**src/rtl/dmem_arbiter_pkg.sv**
```systemverilog
// Shared definitions for the data-memory arbiter: FSM states, out-of-range
// read word, default depth and a small port-index helper.
package dmem_arbiter_pkg;

  typedef enum logic [1:0] {
    StFree  = 2'd0,
    StLock0 = 2'd1,
    StLock1 = 2'd2
  } arb_state_e;

  localparam logic [31:0] OorData   = 32'hDEAD_BEEF;
  localparam int unsigned DmemDepth = 128;

  // One-hot grant vector for a single port index.
  function automatic logic [1:0] port_onehot(input logic port);
    return port ? 2'b10 : 2'b01;
  endfunction

endpackage

```
**src/rtl/dmem_arbiter_rr_arb2.sv**
```systemverilog
// Two-way round-robin pick: masked requests, ties go to the port that did
// not win most recently.
module dmem_arbiter_rr_arb2 (
  input  logic [1:0] req,
  input  logic [1:0] mask,
  input  logic       last_gnt,
  output logic [1:0] gnt
);

  logic [1:0] elig;

  assign elig = req & ~mask;

  // Single eligible port wins outright; a tie goes to the port other than last_gnt.
  always_comb begin
    gnt = elig;
    if (elig == 2'b11) begin
      gnt = last_gnt ? 2'b01 : 2'b10;
    end
  end

endmodule

```
**src/rtl/dmem_arbiter.sv**
```systemverilog
// Shares a single-port data memory between the CPU (port 0) and a DMA/debug
// loader (port 1). Per-cycle round-robin with a bounded lock burst; the read
// word is registered back to the winning port one cycle after the grant.
module dmem_arbiter
  import dmem_arbiter_pkg::*;
#(
  parameter int unsigned ADDR_W    = 7,
  parameter int unsigned DEPTH     = DmemDepth,
  parameter int unsigned MAX_BURST = 4
) (
  input  logic              clk,
  input  logic              rst_n,
  input  logic              p0_req,
  input  logic              p0_we,
  input  logic              p0_lock,
  input  logic [ADDR_W-1:0] p0_addr,
  input  logic [31:0]       p0_wdata,
  output logic              p0_gnt,
  output logic              p0_rvalid,
  output logic [31:0]       p0_rdata,
  output logic              p0_err,
  input  logic              p1_req,
  input  logic              p1_we,
  input  logic              p1_lock,
  input  logic [ADDR_W-1:0] p1_addr,
  input  logic [31:0]       p1_wdata,
  output logic              p1_gnt,
  output logic              p1_rvalid,
  output logic [31:0]       p1_rdata,
  output logic              p1_err,
  output logic [31:0]       mem_address,
  output logic [31:0]       mem_writeData,
  output logic              mem_MemWrite,
  output logic              mem_MemRead,
  output logic              mem_MemtoReg,
  output logic [31:0]       mem_ALUResult,
  input  logic [31:0]       mem_readData
);

  localparam int unsigned CntW = $clog2(MAX_BURST + 1);
  typedef logic [CntW-1:0] cnt_t;
  localparam cnt_t MaxCnt = cnt_t'(MAX_BURST);

  arb_state_e state_q, state_d;
  cnt_t       burst_q, burst_d;
  logic       last_gnt_q, last_gnt_d;

  logic [1:0]             req, we, lock;
  logic [1:0][ADDR_W-1:0] addr;
  logic [1:0][31:0]       wdata;
  logic [1:0]             gnt, rr_gnt, arb_mask;

  logic              in_lock, owner, owner_wants, owner_cont, burst_exit;
  logic              any_gnt, sel, sel_in_range;
  logic [ADDR_W-1:0] sel_addr;

  logic [1:0]       rvalid_q, err_q;
  logic [1:0][31:0] rdata_q;

  assign req   = {p1_req, p0_req};
  assign we    = {p1_we, p0_we};
  assign lock  = {p1_lock, p0_lock};
  assign addr  = {p1_addr, p0_addr};
  assign wdata = {p1_wdata, p0_wdata};

  // Lock owner keeps the port while it asks for it, unless it has used up its
  // burst and the other port is waiting; that exit masks the owner for one pick.
  assign in_lock     = (state_q != StFree);
  assign owner       = (state_q == StLock1);
  assign owner_wants = in_lock & req[owner] & lock[owner];
  assign owner_cont  = owner_wants & ((burst_q < MaxCnt) | ~req[~owner]);
  assign burst_exit  = owner_wants & ~owner_cont;
  assign arb_mask    = burst_exit ? port_onehot(owner) : 2'b00;

  dmem_arbiter_rr_arb2 u_rr_arb2 (
    .req      (req),
    .mask     (arb_mask),
    .last_gnt (last_gnt_q),
    .gnt      (rr_gnt)
  );

  assign gnt    = owner_cont ? port_onehot(owner) : rr_gnt;
  assign p0_gnt = gnt[0];
  assign p1_gnt = gnt[1];

  // Memory-side muxing of the granted access; everything is 0 when idle.
  assign any_gnt      = |gnt;
  assign sel          = gnt[1];
  assign sel_addr     = addr[sel];
  assign sel_in_range = (32'(sel_addr) < DEPTH);

  assign mem_address   = any_gnt ? 32'(sel_addr) : 32'd0;
  assign mem_writeData = any_gnt ? wdata[sel] : 32'd0;
  assign mem_MemWrite  = any_gnt & we[sel] & sel_in_range;
  assign mem_MemRead   = any_gnt & ~we[sel];
  assign mem_MemtoReg  = mem_MemRead;
  assign mem_ALUResult = 32'd0;

  // Next arbitration state: extend the current lock or fall back to a free pick.
  always_comb begin
    state_d    = state_q;
    burst_d    = burst_q;
    last_gnt_d = last_gnt_q;
    if (owner_cont) begin
      if (burst_q < MaxCnt) begin
        burst_d = burst_q + cnt_t'(1);
      end
      last_gnt_d = owner;
    end else begin
      state_d = StFree;
      burst_d = '0;
      if (any_gnt) begin
        last_gnt_d = sel;
        if (lock[sel]) begin
          state_d = sel ? StLock1 : StLock0;
          burst_d = cnt_t'(1);
        end
      end
    end
  end

  // Arbitration state registers; reset releases any lock and favours port 0.
  always_ff @(posedge clk) begin
    if (!rst_n) begin
      state_q    <= StFree;
      burst_q    <= '0;
      last_gnt_q <= 1'b1;
    end else begin
      state_q    <= state_d;
      burst_q    <= burst_d;
      last_gnt_q <= last_gnt_d;
    end
  end

  // Response registers: capture the read word at the grant edge; reset drops it.
  always_ff @(posedge clk) begin
    if (!rst_n) begin
      rvalid_q <= '0;
      err_q    <= '0;
      rdata_q  <= '0;
    end else begin
      for (int i = 0; i < 2; i++) begin
        rvalid_q[i] <= gnt[i] & ~we[i];
        err_q[i]    <= gnt[i] & ~sel_in_range;
        if (gnt[i] & ~we[i]) begin
          rdata_q[i] <= sel_in_range ? mem_readData : OorData;
        end
      end
    end
  end

  assign p0_rvalid = rvalid_q[0];
  assign p1_rvalid = rvalid_q[1];
  assign p0_rdata  = rdata_q[0];
  assign p1_rdata  = rdata_q[1];
  assign p0_err    = err_q[0];
  assign p1_err    = err_q[1];

endmodule

```
**config.mk**
```make
export PLATFORM = sky130hd
export DESIGN_NAME = dmem_arbiter
export DESIGN_NICKNAME = d
export VERILOG_FILES = /design/src/rtl/dmem_arbiter_pkg.sv /design/src/rtl/dmem_arbiter_rr_arb2.sv /design/src/rtl/dmem_arbiter.sv
export SDC_FILE = /design/constraint.sdc
export NUM_CORES = 1
export LEC_CHECK = 0
export BUFFER_PORTS_ARGS = -buffer_cell sky130_fd_sc_hd__buf_2
export CORE_ASPECT_RATIO = 0.6
export CORE_MARGIN = 8
export CORE_UTILIZATION = 40
export DETAILED_ROUTE_END_ITERATION = 10
export PLACE_DENSITY = 0.8
export SYNTH_ARGS = -nofsm -noshare
export SYNTH_HDL_FRONTEND = slang
export SYNTH_SLANG_ARGS = --single-unit
```
**constraint.sdc**
```tcl
create_clock -name clk -period 2 [get_ports clk]
set_input_delay 0.3 -clock clk [delete_from_list [all_inputs] [get_ports clk]]
set_output_delay 0.3 -clock clk [all_outputs]
set_load 0.005 [all_outputs]
```
# After elaboration in Yosys (flattened, before gate mapping)

Index checks and enable logic that the tools add are counted.

Add/subtract/negate cells: 1
$lt $le $gt $ge: 4
Equality and inequality tests: 3
Mux-type cells: 30
Bitwise operators: 17
Reductions and logical operators: 3

Operators by type and width:

| operator              | number |
|---|---|
| $mux W32              | 3 |
| $mux W7               | 3 |
| $mux W2               | 8 |
| $mux W1               | 14 |
| $and A1 B1 Y1         | 8 |
| $lt A1 B2 Y1 const B  | 3 |
| $mux W3               | 2 |
| $not A1 Y1            | 6 |
| $eq A2 B2 Y1 const B  | 2 |
| $reduce_bool A2 Y1    | 2 |
| $add A3 B1 Y3 const B | 1 |
| $lt A3 B3 Y1 const B  | 1 |
| $and A2 B2 Y2         | 1 |
| $ne A2 B1 Y1 const B  | 1 |
| $not A2 Y2            | 1 |
| $reduce_or A2 Y1      | 1 |
| $or A1 B1 Y1          | 1 |

Flip-flop bits (word level): 72
Output and inout port bits: 169

# Longest topological paths before layout

Gate-level depths: netlist (run 1).

Word-level depth: 20
Mapped depth: 8
Depth with buffers taken out: 6

# Cells and area by module

From an unflattened synthesis (run 1), not the netlist that was laid out.

Cell total of the unflattened synthesis: 600
Area, all modules: 4742.0 um^2

By module, submodules not included:

| module               | times used | cells an instance | area each (um^2) | seq. area each (um^2) |
|---|---|---|---|---|
| dmem_arbiter         | 1          | 596               | 4709.5           | 1441.4 |
| dmem_arbiter_rr_arb2 | 1          | 4                 | 32.5             | 0.0 |

# Worst setup path before layout (run 1)

No wires, ideal clock.

Kind: reg2out
Start: register state_q[0]
End: output port mem_MemtoReg
Arrival time: 1529 ps
Path slack: 171 ps
Stages on the path, launching flop included: 8
Cell sequence: dfxtp_1 nand4b_1 nand4_1 nand3_1 inv_2 mux2i_1 nor2b_1 buf_4

Cells in the longest elaborated chain, start to end: 18

RTL lines:

| item                                                 | line                                   | RTL |
|---|---|---|
| from (decl)                                          | dmem_arbiter.sv:44                     | `arb_state_e state_q, state_d;` |
| from (signal assigned)                               | dmem_arbiter.sv:125                    | `state_q <= StFree;` |
| from (signal assigned)                               | dmem_arbiter.sv:129                    | `state_q <= state_d;` |
| $eq A2 B2 Y1                                         | dmem_arbiter.sv:69                     | `assign owner = (state_q == StLock1);` |
| $mux W1 (on tied branches) (2 in series)             | dmem_arbiter.sv:70, dmem_arbiter.sv:71 |  |
| $and A1 B1 Y1 / $not A1 Y1 (equally long branches)   | dmem_arbiter.sv:70, dmem_arbiter.sv:71 |  |
| $and A1 B1 Y1 / $or A1 B1 Y1 (equally long branches) | dmem_arbiter.sv:70, dmem_arbiter.sv:71 |  |
| $and A1 B1 Y1                                        | dmem_arbiter.sv:71                     | `assign owner_cont = owner_wants & ((burst_q < MaxCnt) \| ~req[~owner]);` |
| $not A1 Y1                                           | dmem_arbiter.sv:72                     | `assign burst_exit = owner_wants & ~owner_cont;` |
| $and A1 B1 Y1                                        | dmem_arbiter.sv:72                     |  |
| $mux W2                                              | dmem_arbiter.sv:73                     | `assign arb_mask = burst_exit ? port_onehot(owner) : 2'b00;` |
| $not A2 Y2                                           | dmem_arbiter_rr_arb2.sv:12             | `assign elig = req & ~mask;` |
| $and A2 B2 Y2                                        | dmem_arbiter_rr_arb2.sv:12             |  |
| $eq A2 B2 Y1                                         | dmem_arbiter_rr_arb2.sv:17             | `if (elig == 2'b11) begin` |
| $mux W2                                              | dmem_arbiter_rr_arb2.sv:17             |  |
| $mux W2 *                                            | dmem_arbiter.sv:82                     | `assign gnt = owner_cont ? port_onehot(owner) : rr_gnt;` |
| $mux W1 (implied by the code) (2 in series)          | dmem_arbiter.sv:95                     | `assign mem_MemRead = any_gnt & ~we[sel];` |
| $not A1 Y1                                           | dmem_arbiter.sv:95                     |  |
| $and A1 B1 Y1 *                                      | dmem_arbiter.sv:95                     |  |
| to (decl)                                            | dmem_arbiter.sv:35                     | `output logic mem_MemtoReg,` |

Mark *: on every way between the ends. The rest lies on a longest branch, timed or not. The select of a mux whose other input is x is not followed.

# Final worst setup path (run 1)

Start: register state_q[0]
End: output port mem_writeData[12]

Cells in the longest elaborated chain, start to end: 17

RTL lines:

| item                                                 | line                                   | RTL |
|---|---|---|
| $eq A2 B2 Y1                                         | dmem_arbiter.sv:69                     |  |
| $mux W1 (on tied branches) (2 in series)             | dmem_arbiter.sv:70, dmem_arbiter.sv:71 |  |
| $and A1 B1 Y1 / $not A1 Y1 (equally long branches)   | dmem_arbiter.sv:70, dmem_arbiter.sv:71 |  |
| $and A1 B1 Y1 / $or A1 B1 Y1 (equally long branches) | dmem_arbiter.sv:70, dmem_arbiter.sv:71 |  |
| $and A1 B1 Y1                                        | dmem_arbiter.sv:71                     |  |
| $not A1 Y1                                           | dmem_arbiter.sv:72                     |  |
| $and A1 B1 Y1                                        | dmem_arbiter.sv:72                     |  |
| $mux W2                                              | dmem_arbiter.sv:73                     |  |
| $not A2 Y2                                           | dmem_arbiter_rr_arb2.sv:12             |  |
| $and A2 B2 Y2                                        | dmem_arbiter_rr_arb2.sv:12             |  |
| $eq A2 B2 Y1                                         | dmem_arbiter_rr_arb2.sv:17             |  |
| $mux W2                                              | dmem_arbiter_rr_arb2.sv:17             |  |
| $mux W2 *                                            | dmem_arbiter.sv:82                     |  |
| $mux W32 (implied by the code) (2 in series)         | dmem_arbiter.sv:93                     | `assign mem_writeData = any_gnt ? wdata[sel] : 32'd0;` |
| $mux W32 *                                           | dmem_arbiter.sv:93                     |  |
| to (decl)                                            | dmem_arbiter.sv:32                     | `output logic [31:0] mem_writeData,` |

Marked as above.

==> results of run 1 <==
through the flow:
step	power, W	setup WS (ps)
2_1_floorplan	0.00203	171
3_3_place_gp	0.00227	49.9
3_5_place_dp	0.00228	35.9
4_1_cts	0.00394	-161
5_1_grt	0.00413	-308
6_report	0.00392	-236
layout by cell type, fill, tap and decap left out, types with 2 or more instances in the layout:
master,Yosys,final
clkbuf_8,0,2
nor2_1,7,6
buf_12,3,5
clkbuf_16,0,10
buf_4,60,15
o211ai_1,2,2
a21oi_1,40,36
dfxtp_1,72,69
a21oi_2,0,4
dfxtp_4,0,2
buf_2,14,227
nand2_1,148,147
o21ai_1,32,32
inv_1,3,3
nand4_1,4,4
nand4b_1,2,2
mux2i_1,34,33
nand3_1,39,38
o21ai_0,2,2
conb_1,1,59
cells in the mapped netlist (all sizes together):
cell       n
nand2    148
buf       80
dfxtp     72
a21oi     40
nand3     39
mux2i     34
o21ai     34
clkbuf    16
nor2       7
inv        4
nand4      4
nand4b     3
nor2b      2
o211ai     2
a21bo      1
a31oi      1
and2       1
conb       1
ha         1
mux2       1
o2111ai    1
or2        1
xor2       1
sequential cells by signal, summed over array words and instances (netlist names):
signal      cells
last_gnt_q      1
rvalid_q        2
p1_rdata       32
state_q         2
burst_q         3
p0_rdata       32
critical path: stages, from the launching register on:
cell and delay, ps:
dfxtp_4 400, nand4b_1 160, nand4_1 190, nand3_4 150
buf_4 140, clkbuf_16 140, nand2_1 80, a21oi_1 200
buf_2 150
cell type report:
cell class | instances | area, um^2 | share of cell area
clock buffers | 12 | 256 | 0.0487
inverters | 4 | 22.5 | 0.00428
flip-flops and latches | 72 | 1450 | 0.275
clock inverters | 4 | 51.3 | 0.00975
well taps | 130 | 163 | 0.0309
multi-input cells | 380 | 1920 | 0.365
repair buffers | 249 | 1400 | 0.266
routing by layer:
metal  GRT usage  part of all wire
met4      0.0471             0.016
met1       0.195              0.39
met5           0                 0
met2       0.301              0.48
met3      0.0820              0.11
worst max path at each step:
stage                     from                 to  slack (ps)  depth (start not counted)
CTS                 state_q[1]  mem_writeData[19]        -160                          7
global placement        p0_req  mem_writeData[19]          50                          8
detailed placement  state_q[0]  mem_writeData[19]          40                          7
global route        state_q[0]  mem_writeData[12]        -310                          8
floorplan           state_q[0]       mem_MemtoReg         170                          7
finish              state_q[0]  mem_writeData[12]        -240                          8
power groups by stage:
stage / clock [W] / combinational (W) / sequential, W
2_1_floorplan: 0 / 0.000448 / 0.00158
3_3_place_gp: 0 / 0.000699 / 0.00157
3_5_place_dp: 0 / 0.000705 / 0.00157
4_1_cts: 0.00167 / 0.000732 / 0.00154
5_1_grt: 0.00174 / 0.000841 / 0.00155
6_report: 0.00162 / 0.000759 / 0.00154
cell families after synthesis:
| kind of cell | count (synthesis) | synth area share |
|---|---|---|
| compound gates | 79 | 0.108 |
| simple gates | 205 | 0.229 |
| fa+ha+maj | 1 | 0.00330 |
| xor+xnor | 1 | 0.00231 |
| buf+inv | 100 | 0.182 |
| other cells | 1 | 0.000990 |
| flops | 72 | 0.381 |
| mux | 35 | 0.0929 |
repair_timing:
action,in CTS,in global routing
resized for setup,13,10
cloned,1,1
pin swaps,2,4
setup buffers,3,3
setup endpoints to repair,43,43
==> summary.txt, run 1 <==
Status
  – Outcome: finished with violations
  – Failing checks: setup timing

Synthesis
  – Top cell type's share of synthesized area: 0.381
  – Syn_area_per_cell: 7.66 um^2
  – Post-synth top area cell: dfxtp_1
  – Most area-consuming cells after synthesis: dfxtp_1 (38%), nand2_1 (15%), buf_4 (12%)
  – Sequential fraction of the synthesis area: 0.381
  – Cells after Synth: 494
  – Synth unique cells: 29
  – #FFs+latches synth: 72
  – Ys Warns: 0
  – Mapped Area: 3790 um^2

Timing
  – Final Hold Fails: 0
  – Post-Route Setup TNS: -4810 ps
  – Period Utilization, post-route: 1.12
  – Final Critical Period: 2240 ps
  – Final hold slack: 232 ps
  – Max Clock Freq: 0.447 GHz
  – RSZ-0062 raised after global routing: true
  – Setup violators final: 42
  – Max Slew Vio Count: 0
  – Clock Skews: 7.22 ps
  – Post-route setup slack: -236 ps

Layout
  – Diodes inserted: 0
  – Fill cell count: 865
  – Fin cells: 851
  – Final Net Count: 835
  – Fin util: 0.573
  – Final Cell Area: 5260 um^2
  – Area Overhead vs Synth: 39.0%
  – Layout cell share with drive strength beyond 1: 0.390

Critical path
  – R2R cell count: 7
  – Worst r2r src: state_q[0]
  – RR Endpoint: p0_rdata[29]
  – CP Max Fanout: 11
  – CP startpoint kind: flop
  – Critical path class: reg -> out
  – CP Capture Type: primary output
  – Worst path required time: 1700 ps
  – R2R setup slack: 170 ps
  – CP Data Arrival Time: 1940 ps

Pwr
  – PwrDens: 745 nW/um^2
  – Clock power frac: 0.413
  – Comb pwr share: 0.193
  – Seq pwr share: 0.393
  – Internal Power: 0.00290 W
  – Leakage: 2.87 nW
  – VDD IR-drop max: 433 uV
  – Switch Pwr: 0.00102 W
  – Switching Fraction: 0.261

Clock tree
  – Clk slew on worst S/H paths: 60 ps
  – Clk sinks: 72
  – CTS H-tree lvls: 3
  – CTS tree: yes
  – Hold-fix buffers, CTS: 0
  – CTS buffer count: 9
  – Max clock buf depth: 2
  – Latest clock arrival within the worst-skew pair: 330 ps
  – Root buffer cell: clkbuf_16

Global route
  – GRT Util Overall: 0.177
  – First-pass GRT wire length: 18700 um
  – Total gr overflow: 0
  – Pin count of the biggest net entering global routing: 73
  – Antenna violations before repair: 0
  – Vias in the first global route: 3575

Placed design
  – Cell Area, Placed: 4790 um^2
  – Global placer's final weighted congestion: 0.854
  – Post-DP HPWL: 9740 um
  – Port bufs: 227
  – Placed cells: 827

Floorplan
  – # IOs: 287
  – DIE HEIGHT: 91.4 um
  – Die area: 12900 um^2
  – DIE WIDTH: 142 um
  – CORE AREA: 9190 um^2
  – Starting Density: 0.412
  – Row cnt: 27

Drt
  – Vias per cell: 4.54
  – Drt first-iter violations: 143
  – Wire per inst: 14.7 um
  – DRC: 0
  – Initial DRT Pass Iterations: 4
  – ANT nets after route: 0
  – Final WL: 12500 um
  – Detailed-route via count: 3862

Min path
  – Cell depth of the worst hold path: 3
  – Hold_sp: mem_readData[26]
  – WHS Endpoint: p1_rdata[26]
  – HP Class: in -> reg

Job
  – Max-cap violations: 0
No activity file was read; power rests on OpenSTA's default activity.
==> inputs of run 2 (changes only) <==
--- a/config.mk
+++ b/config.mk
@@ -5,12 +5,13 @@
 export SDC_FILE = /design/constraint.sdc
 export NUM_CORES = 1
 export LEC_CHECK = 0
-export BUFFER_PORTS_ARGS = -buffer_cell sky130_fd_sc_hd__buf_2
+export ABC_AREA = 1
+export BUFFER_PORTS_ARGS = -buffer_cell sky130_fd_sc_hd__buf_4
 export CORE_ASPECT_RATIO = 0.6
 export CORE_MARGIN = 8
 export CORE_UTILIZATION = 40
 export DETAILED_ROUTE_END_ITERATION = 10
-export PLACE_DENSITY = 0.8
+export PLACE_DENSITY_LB_ADDON = 0.3
 export SYNTH_ARGS = -nofsm -noshare
 export SYNTH_HDL_FRONTEND = slang
 export SYNTH_SLANG_ARGS = --single-unit
==> run 2 against run 1 <==
Compared with the run above:
- the run still ends with setup timing left
- first-iteration DRC count rose by 55%
- core utilization rose by 17 points
- clock skew barely moved
- largest cell class is now buffers
- register-to-register slack got worse by 380 ps
- critical path depth rose by 8
- fmax fell by 15%
==> summary.txt, run 2 <==
Synthesis
  – Post-synth top area cell: dfxtp_1
  – Top cell type's share of synthesized area: 0.358
  – Sequential fraction of the synthesis area: 0.358
  – Count leader, synth: nor2_1
  – Commonest cells post-synth: nor2_1 (151), dfxtp_1 (72), buf_4 (63), inv_1 (48), nand2_1 (47)
  – Mapped Area: 4030 um^2
  – Syn_area_per_cell: 6.81 um^2
  – Synth unique cells: 29
  – Synth async-reset ratio: 0
  – Ys Warns: 0
  – Post-synth EDFFs: 0
  – #FFs+latches synth: 72
  – Most area-consuming cells after synthesis: dfxtp_1 (36%), nor2_1 (14%), buf_4 (12%)
  – Cells after Synth: 591
  – Primary FF master, synth: dfxtp_1

Floorplan
  – DIE HEIGHT: 93.7 um
  – DIE WIDTH: 146 um
  – Starting Density: 0.409
  – Die area: 13600 um^2
  – Row cnt: 28
  – CORE AREA: 9840 um^2
  – # IOs: 287

Critical path
  – CP startpoint kind: flop
  – CP Max Fanout: 7
  – Worst r2r src: state_q[0]
  – R2R setup slack: -210 ps
  – CP Capture Type: primary output
  – Worst path required time: 1700 ps
  – CP endpoint: mem_address[1]
  – CP Data Arrival Time: 2320 ps
  – Setup crit start: state_q[0]
  – R2R cell count: 16
  – RR Endpoint: p0_rdata[19]
  – Critical path class: reg -> out

Timing
  – Final Hold Fails: 0
  – Rel. slew slack: 0.149
  – Clock Skews: 7.32 ps
  – Max Clock Freq: 0.382 GHz
  – Period Utilization, post-route: 1.31
  – Post-route setup slack: -621 ps
  – Final Critical Period: 2620 ps
  – Post-Route Setup TNS: -32480 ps
  – Max Slew Vio Count: 0
  – Actual slew at the worst max-slew pin: 1270 ps
  – Setup violators final: 111
  – RSZ-0062 raised after global routing: true

Placed design
  – Global placer's final weighted congestion: 0.994
  – Port bufs: 227
  – Post-DP HPWL: 12400 um

Pwr
  – PnR Total Power: 0.00503 W
  – Leakage: 3.56 nW
  – PwrDens: 689 nW/um^2
  – VDD IR-drop max: 547 uV

Clock tree
  – Clk sinks: 72
  – Hold-fix buffers, CTS: 0
  – CTS buffer count: 9
  – CTS tree: yes
  – Clk slew on worst S/H paths: 60 ps
  – Max clock buf depth: 2
  – Root buffer cell: clkbuf_16
  – Latest clock arrival within the worst-skew pair: 330 ps
  – CTS H-tree lvls: 3

Drt
  – ANT nets after route: 0
  – Wire per inst: 18.4 um
  – Detailed-route via count: 4778
  – Final WL: 18300 um
  – Vias per cell: 4.80
  – DRC: 0
  – Initial DRT Pass Iterations: 5
  – Drt first-iter violations: 222

Layout
  – Commonest non-fill, non-tap cell in the layout: buf_4
  – Diodes inserted: 0
  – Final Net Count: 974
  – Layout cell share with drive strength beyond 1: 0.521
  – Area Overhead vs Synth: 81.4%
  – Commonest non-fill, non-tap cells in the layout: buf_4 (226), nor2_1 (98), dfxtp_1 (70)

Global route
  – Pin count of the biggest net entering global routing: 37
  – GRT Util Overall: 0.222
  – Vias in the first global route: 4344
  – First-pass GRT wire length: 24400 um
  – Antenna violations before repair: 0
  – Total gr overflow: 0

Job
  – Max-cap violations: 0

Min path
  – HP Class: in -> reg

Status
  – Outcome: finished with violations
  – Failing checks: setup timing
-- run 2: changes by cell type after synthesis, moves of 4 or more --
cell | before | now
a21oi_1 | 40 | 34
buf_6 | 3 | 8
clkbuf_1 | 16 | 10
inv_1 | 3 | 48
mux2i_1 | 34 | 0
nand2_1 | 148 | 47
nand2_2 | 0 | 6
nor2_1 | 7 | 151
nor2_4 | 0 | 4
o21ai_0 | 2 | 33
o21ai_1 | 32 | 38
-- run 2: repair_timing --
action,CTS,global route
resized for setup,44,192
pin swaps,0,50
gates cloned,2,12
endpoints found under the setup margin,111,110
buffers inserted,3,18
-- run 2: cell families (layout without fill, tap and decap cells) --
logic type / Yosys count / after routing / share of synthesized area
simple gates: 259 / 259 / 0.281
buf+inv: 148 / 359 / 0.216
compound gates: 110 / 110 / 0.142
flops: 72 / 72 / 0.358
fa+ha+maj: 1 / 1 / 0.00311
other cells: 1 / 59 / 0.000931
-- run 2: routing by layer --
layer / global-route usage / routed length (um) / vias to the layer above
li1: - / - / 2281
met1: 0.276 / 7810 / 2262
met2: 0.369 / 8780 / 220
met3: 0.0755 / 1470 / 15
met4: 0.0491 / 227 / 0
met5: 0 / 0 / -
-- run 2: final cells by class --
type,instances,area (um^2)
timing repair inverter,3,47.5
clock inverter,6,97.6
inverter,53,230
timing repair buffer,287,2600
tap,135,169
multi-input combinational,429,2470
sequential,72,1450
fill,736,2540
clock buffer,10,239
-- run 2: critical path, stage by stage, from the launching register on --
cell,delay (ps)
dfxtp_4,370
inv_4,70
nand3_2,60
nand2_2,80
nand3_2,110
nor2_4,210
buf_6,130
nor2_2,30
nand2_2,60
nand2_2,70
nor2_4,170
buf_4,140
buf_6,120
nor2_1,50
o21ai_1,100
inv_1,80
buf_4,140
-- run 2: worst min path at each step --
stage,from,to,cells after the start
CTS,mem_readData[20],p0_rdata[20],3
detailed placement,p1_rdata[27],p1_rdata[27],2
global placement,p1_rdata[20],p1_rdata[20],2
finish,mem_readData[16],p0_rdata[16],3
floorplan,mem_readData[10],p0_rdata[10],2
global route,mem_readData[4],p0_rdata[4],3
-- run 2: metrics by stage --
stage	util	worst slack, ps	instances	hold slack [ps]	area (um^2)
6_report	0.742	-621	995	205	7310
3_3_place_gp	0.580	-181	944	449	5710
2_1_floorplan	-	15.7	649	435	4250
5_1_grt	0.742	-706	995	206	7310
4_1_cts	0.630	-515	965	192	6200
3_5_place_dp	0.580	-272	944	454	5710
-- run 2: power by group --
part	switching, W	internal, W	total (W)
combinational	0.000794	0.000857	0.00165
clock	0.000657	0.00115	0.00180
sequential	0.0000550	0.00152	0.00158
total	0.00151	0.00353	0.00503
==> inputs of run 3 (changes only) <==
--- a/config.mk
+++ b/config.mk
@@ -5,7 +5,6 @@
 export SDC_FILE = /design/constraint.sdc
 export NUM_CORES = 1
 export LEC_CHECK = 0
-export ABC_AREA = 1
 export BUFFER_PORTS_ARGS = -buffer_cell sky130_fd_sc_hd__buf_4
 export CORE_ASPECT_RATIO = 0.6
 export CORE_MARGIN = 8
==> run 3 against run 2 <==
Compared with the run above:
- the run still ends with setup timing left
- flip-flop and latch count unchanged
- cell area decreased by 18%
- sequential share of layout area increased by 4.4 points
- non-clock buffer count decreased by 33
- die area decreased by 5.2%
- core utilization decreased by 9.4 points
- combinational power decreased by 43%
- fmax increased by 23%
- critical endpoint is now mem_MemtoReg
- largest power group unchanged
==> summary.txt, run 3 (same netlist as run 1, synthesis figures left out) <==
Status
  – Outcome: finished with violations
  – Failing checks: setup timing

Layout
  – Area Overhead vs Synth: 57.4%
  – Commonest non-fill, non-tap cell in the layout: buf_4
  – Commonest non-fill, non-tap cells in the layout: buf_4 (237), nand2_1 (148), dfxtp_1 (70)
  – Layout cell share with drive strength beyond 1: 0.396
  – Diodes inserted: 0
  – Final Cell Area: 5960 um^2
  – Final Net Count: 840
  – Fill cell count: 778
  – Fin cells: 855

Pwr
  – Switching Fraction: 0.259
  – Clock power frac: 0.390
  – Comb pwr share: 0.231
  – PwrDens: 686 nW/um^2
  – Switch Pwr: 0.00106 W
  – Internal Power: 0.00303 W
  – VDD IR-drop max: 431 uV
  – Leakage: 3.04 nW
  – Seq pwr share: 0.379

Clock tree
  – Clk sinks: 72
  – CTS tree: yes
  – Clk slew on worst S/H paths: 60 ps
  – CTS buffer count: 9
  – Root buffer cell: clkbuf_16
  – Latest clock arrival within the worst-skew pair: 320 ps
  – CTS H-tree lvls: 3
  – Max clock buf depth: 2

Timing
  – Clock Skews: 6.89 ps
  – Post-Route Setup TNS: -2320 ps
  – Max Slew Vio Count: 0
  – Setup violators final: 42
  – Period Utilization, post-route: 1.07
  – Post-route setup slack: -136 ps
  – Final Hold Fails: 0
  – RSZ-0062 raised after global routing: true
  – Max Clock Freq: 0.468 GHz
  – Final Critical Period: 2140 ps

Placed design
  – Port bufs: 227
  – Cell Area, Placed: 5330 um^2
  – Global placer's final weighted congestion: 0.922
  – Placed cells: 825
  – Post-DP HPWL: 10400 um

Floorplan
  – DIE HEIGHT: 91.4 um
  – Row cnt: 27
  – Die area: 12900 um^2
  – DIE WIDTH: 142 um
  – Starting Density: 0.412
  – CORE AREA: 9190 um^2
  – # IOs: 287

Critical path
  – Setup crit start: state_q[0]
  – Worst path required time: 1700 ps
  – CP Capture Type: primary output
  – Critical path class: reg -> out
  – CP endpoint: mem_MemtoReg
  – Worst r2r src: state_q[0]
  – RR Endpoint: p0_rdata[30]
  – CP Max Fanout: 6
  – R2R setup slack: 110 ps
  – CP Data Arrival Time: 1840 ps
  – CP startpoint kind: flop
  – R2R cell count: 8

Drt
  – Vias per cell: 4.57
  – Drt first-iter violations: 187
  – Initial DRT Pass Iterations: 4
  – Detailed-route via count: 3905
  – DRC: 0
  – Final WL: 13700 um
  – ANT nets after route: 0
  – Wire per inst: 16.1 um

Min path
  – HP Class: in -> reg
  – Hold_sp: mem_readData[26]

Global route
  – Vias in the first global route: 3860
  – GRT Util Overall: 0.189
  – Antenna violations before repair: 0
  – Total gr overflow: 0
  – First-pass GRT wire length: 20000 um
  – Pin count of the biggest net entering global routing: 73

Job
  – Max-cap violations: 0
[run 3: cell count changes in the layout (fill, tap and decap cells not counted), sizes merged, moves of 30 or more]
| cell | change |
|---|---|
| o21ai | -37 |
| nor2 | -152 |
| buf | -30 |
| inv | -53 |
| nand2 | +93 |
| mux2i | +34 |
[run 3: power groups by stage]
stage	Sequential [W]	Combinational [W]	Clock, W
6_report	0.00155	0.000945	0.00159
5_1_grt	0.00156	0.00103	0.00170
4_1_cts	0.00155	0.000882	0.00163
3_5_place_dp	0.00158	0.000849	0
3_3_place_gp	0.00157	0.000835	0
2_1_floorplan	0.00158	0.000448	0
[run 3: worst min path at each step]
stage,to,slack [ps],depth (start not counted)
2_1_floorplan,state_q[1],450,2
3_3_place_gp,p1_rdata[19],450,2
3_5_place_dp,p1_rdata[5],450,2
4_1_cts,p1_rdata[15],230,3
5_1_grt,p1_rdata[28],240,3
6_report,p1_rdata[26],240,3
[run 3: per-stage QoR]
stage	power (W)	hold slack, ps	setup slack [ps]	utilization
floorplan	0.00203	451	171	-
global placement	0.00241	445	124	0.580
detailed placement	0.00243	453	43.4	0.580
CTS	0.00406	230	-113	0.624
global route	0.00429	245	-230	0.649
finish	0.00409	245	-136	0.649
[run 3: worst max-delay path, stage by stage (launching register included)]
cell and delay, ps:
dfxtp_4 370, nand4b_1 190, nand4_1 160, nand3_4 130, clkinv_4 120, mux2i_2 230
nor2b_4 190, buf_4 120
[run 3: per-layer routing]
layer,vias up,GRT usage,wire [um],part of all wire
li1,1968,-,-,-
met1,1756,0.199,5250,0.38
met2,166,0.336,6900,0.50
met3,15,0.0831,1360,0.099
met4,0,0.0542,216,0.016
met5,-,0,0,0
[run 3: cell type report]
| type | count | area (um^2) | share of cell area |
|---|---|---|---|
| repair buffers | 254 | 2080 | 0.349 |
| well taps | 130 | 163 | 0.0273 |
| flip-flops and latches | 72 | 1450 | 0.243 |
| multi-input cells | 380 | 1950 | 0.328 |
| clock buffers | 11 | 243 | 0.0407 |
| clock inverters | 4 | 53.8 | 0.00903 |
| inverters | 4 | 20.0 | 0.00336 |
[run 3: timing repair]
action / in CTS / in global routing
endpoints found under the setup margin: 43 / 74
hold buffers: 0 / 0
pin swaps: 2 / 3
gates resized for setup: 14 / 23
cloned: 0 / 6
buffers inserted: 8 / 3
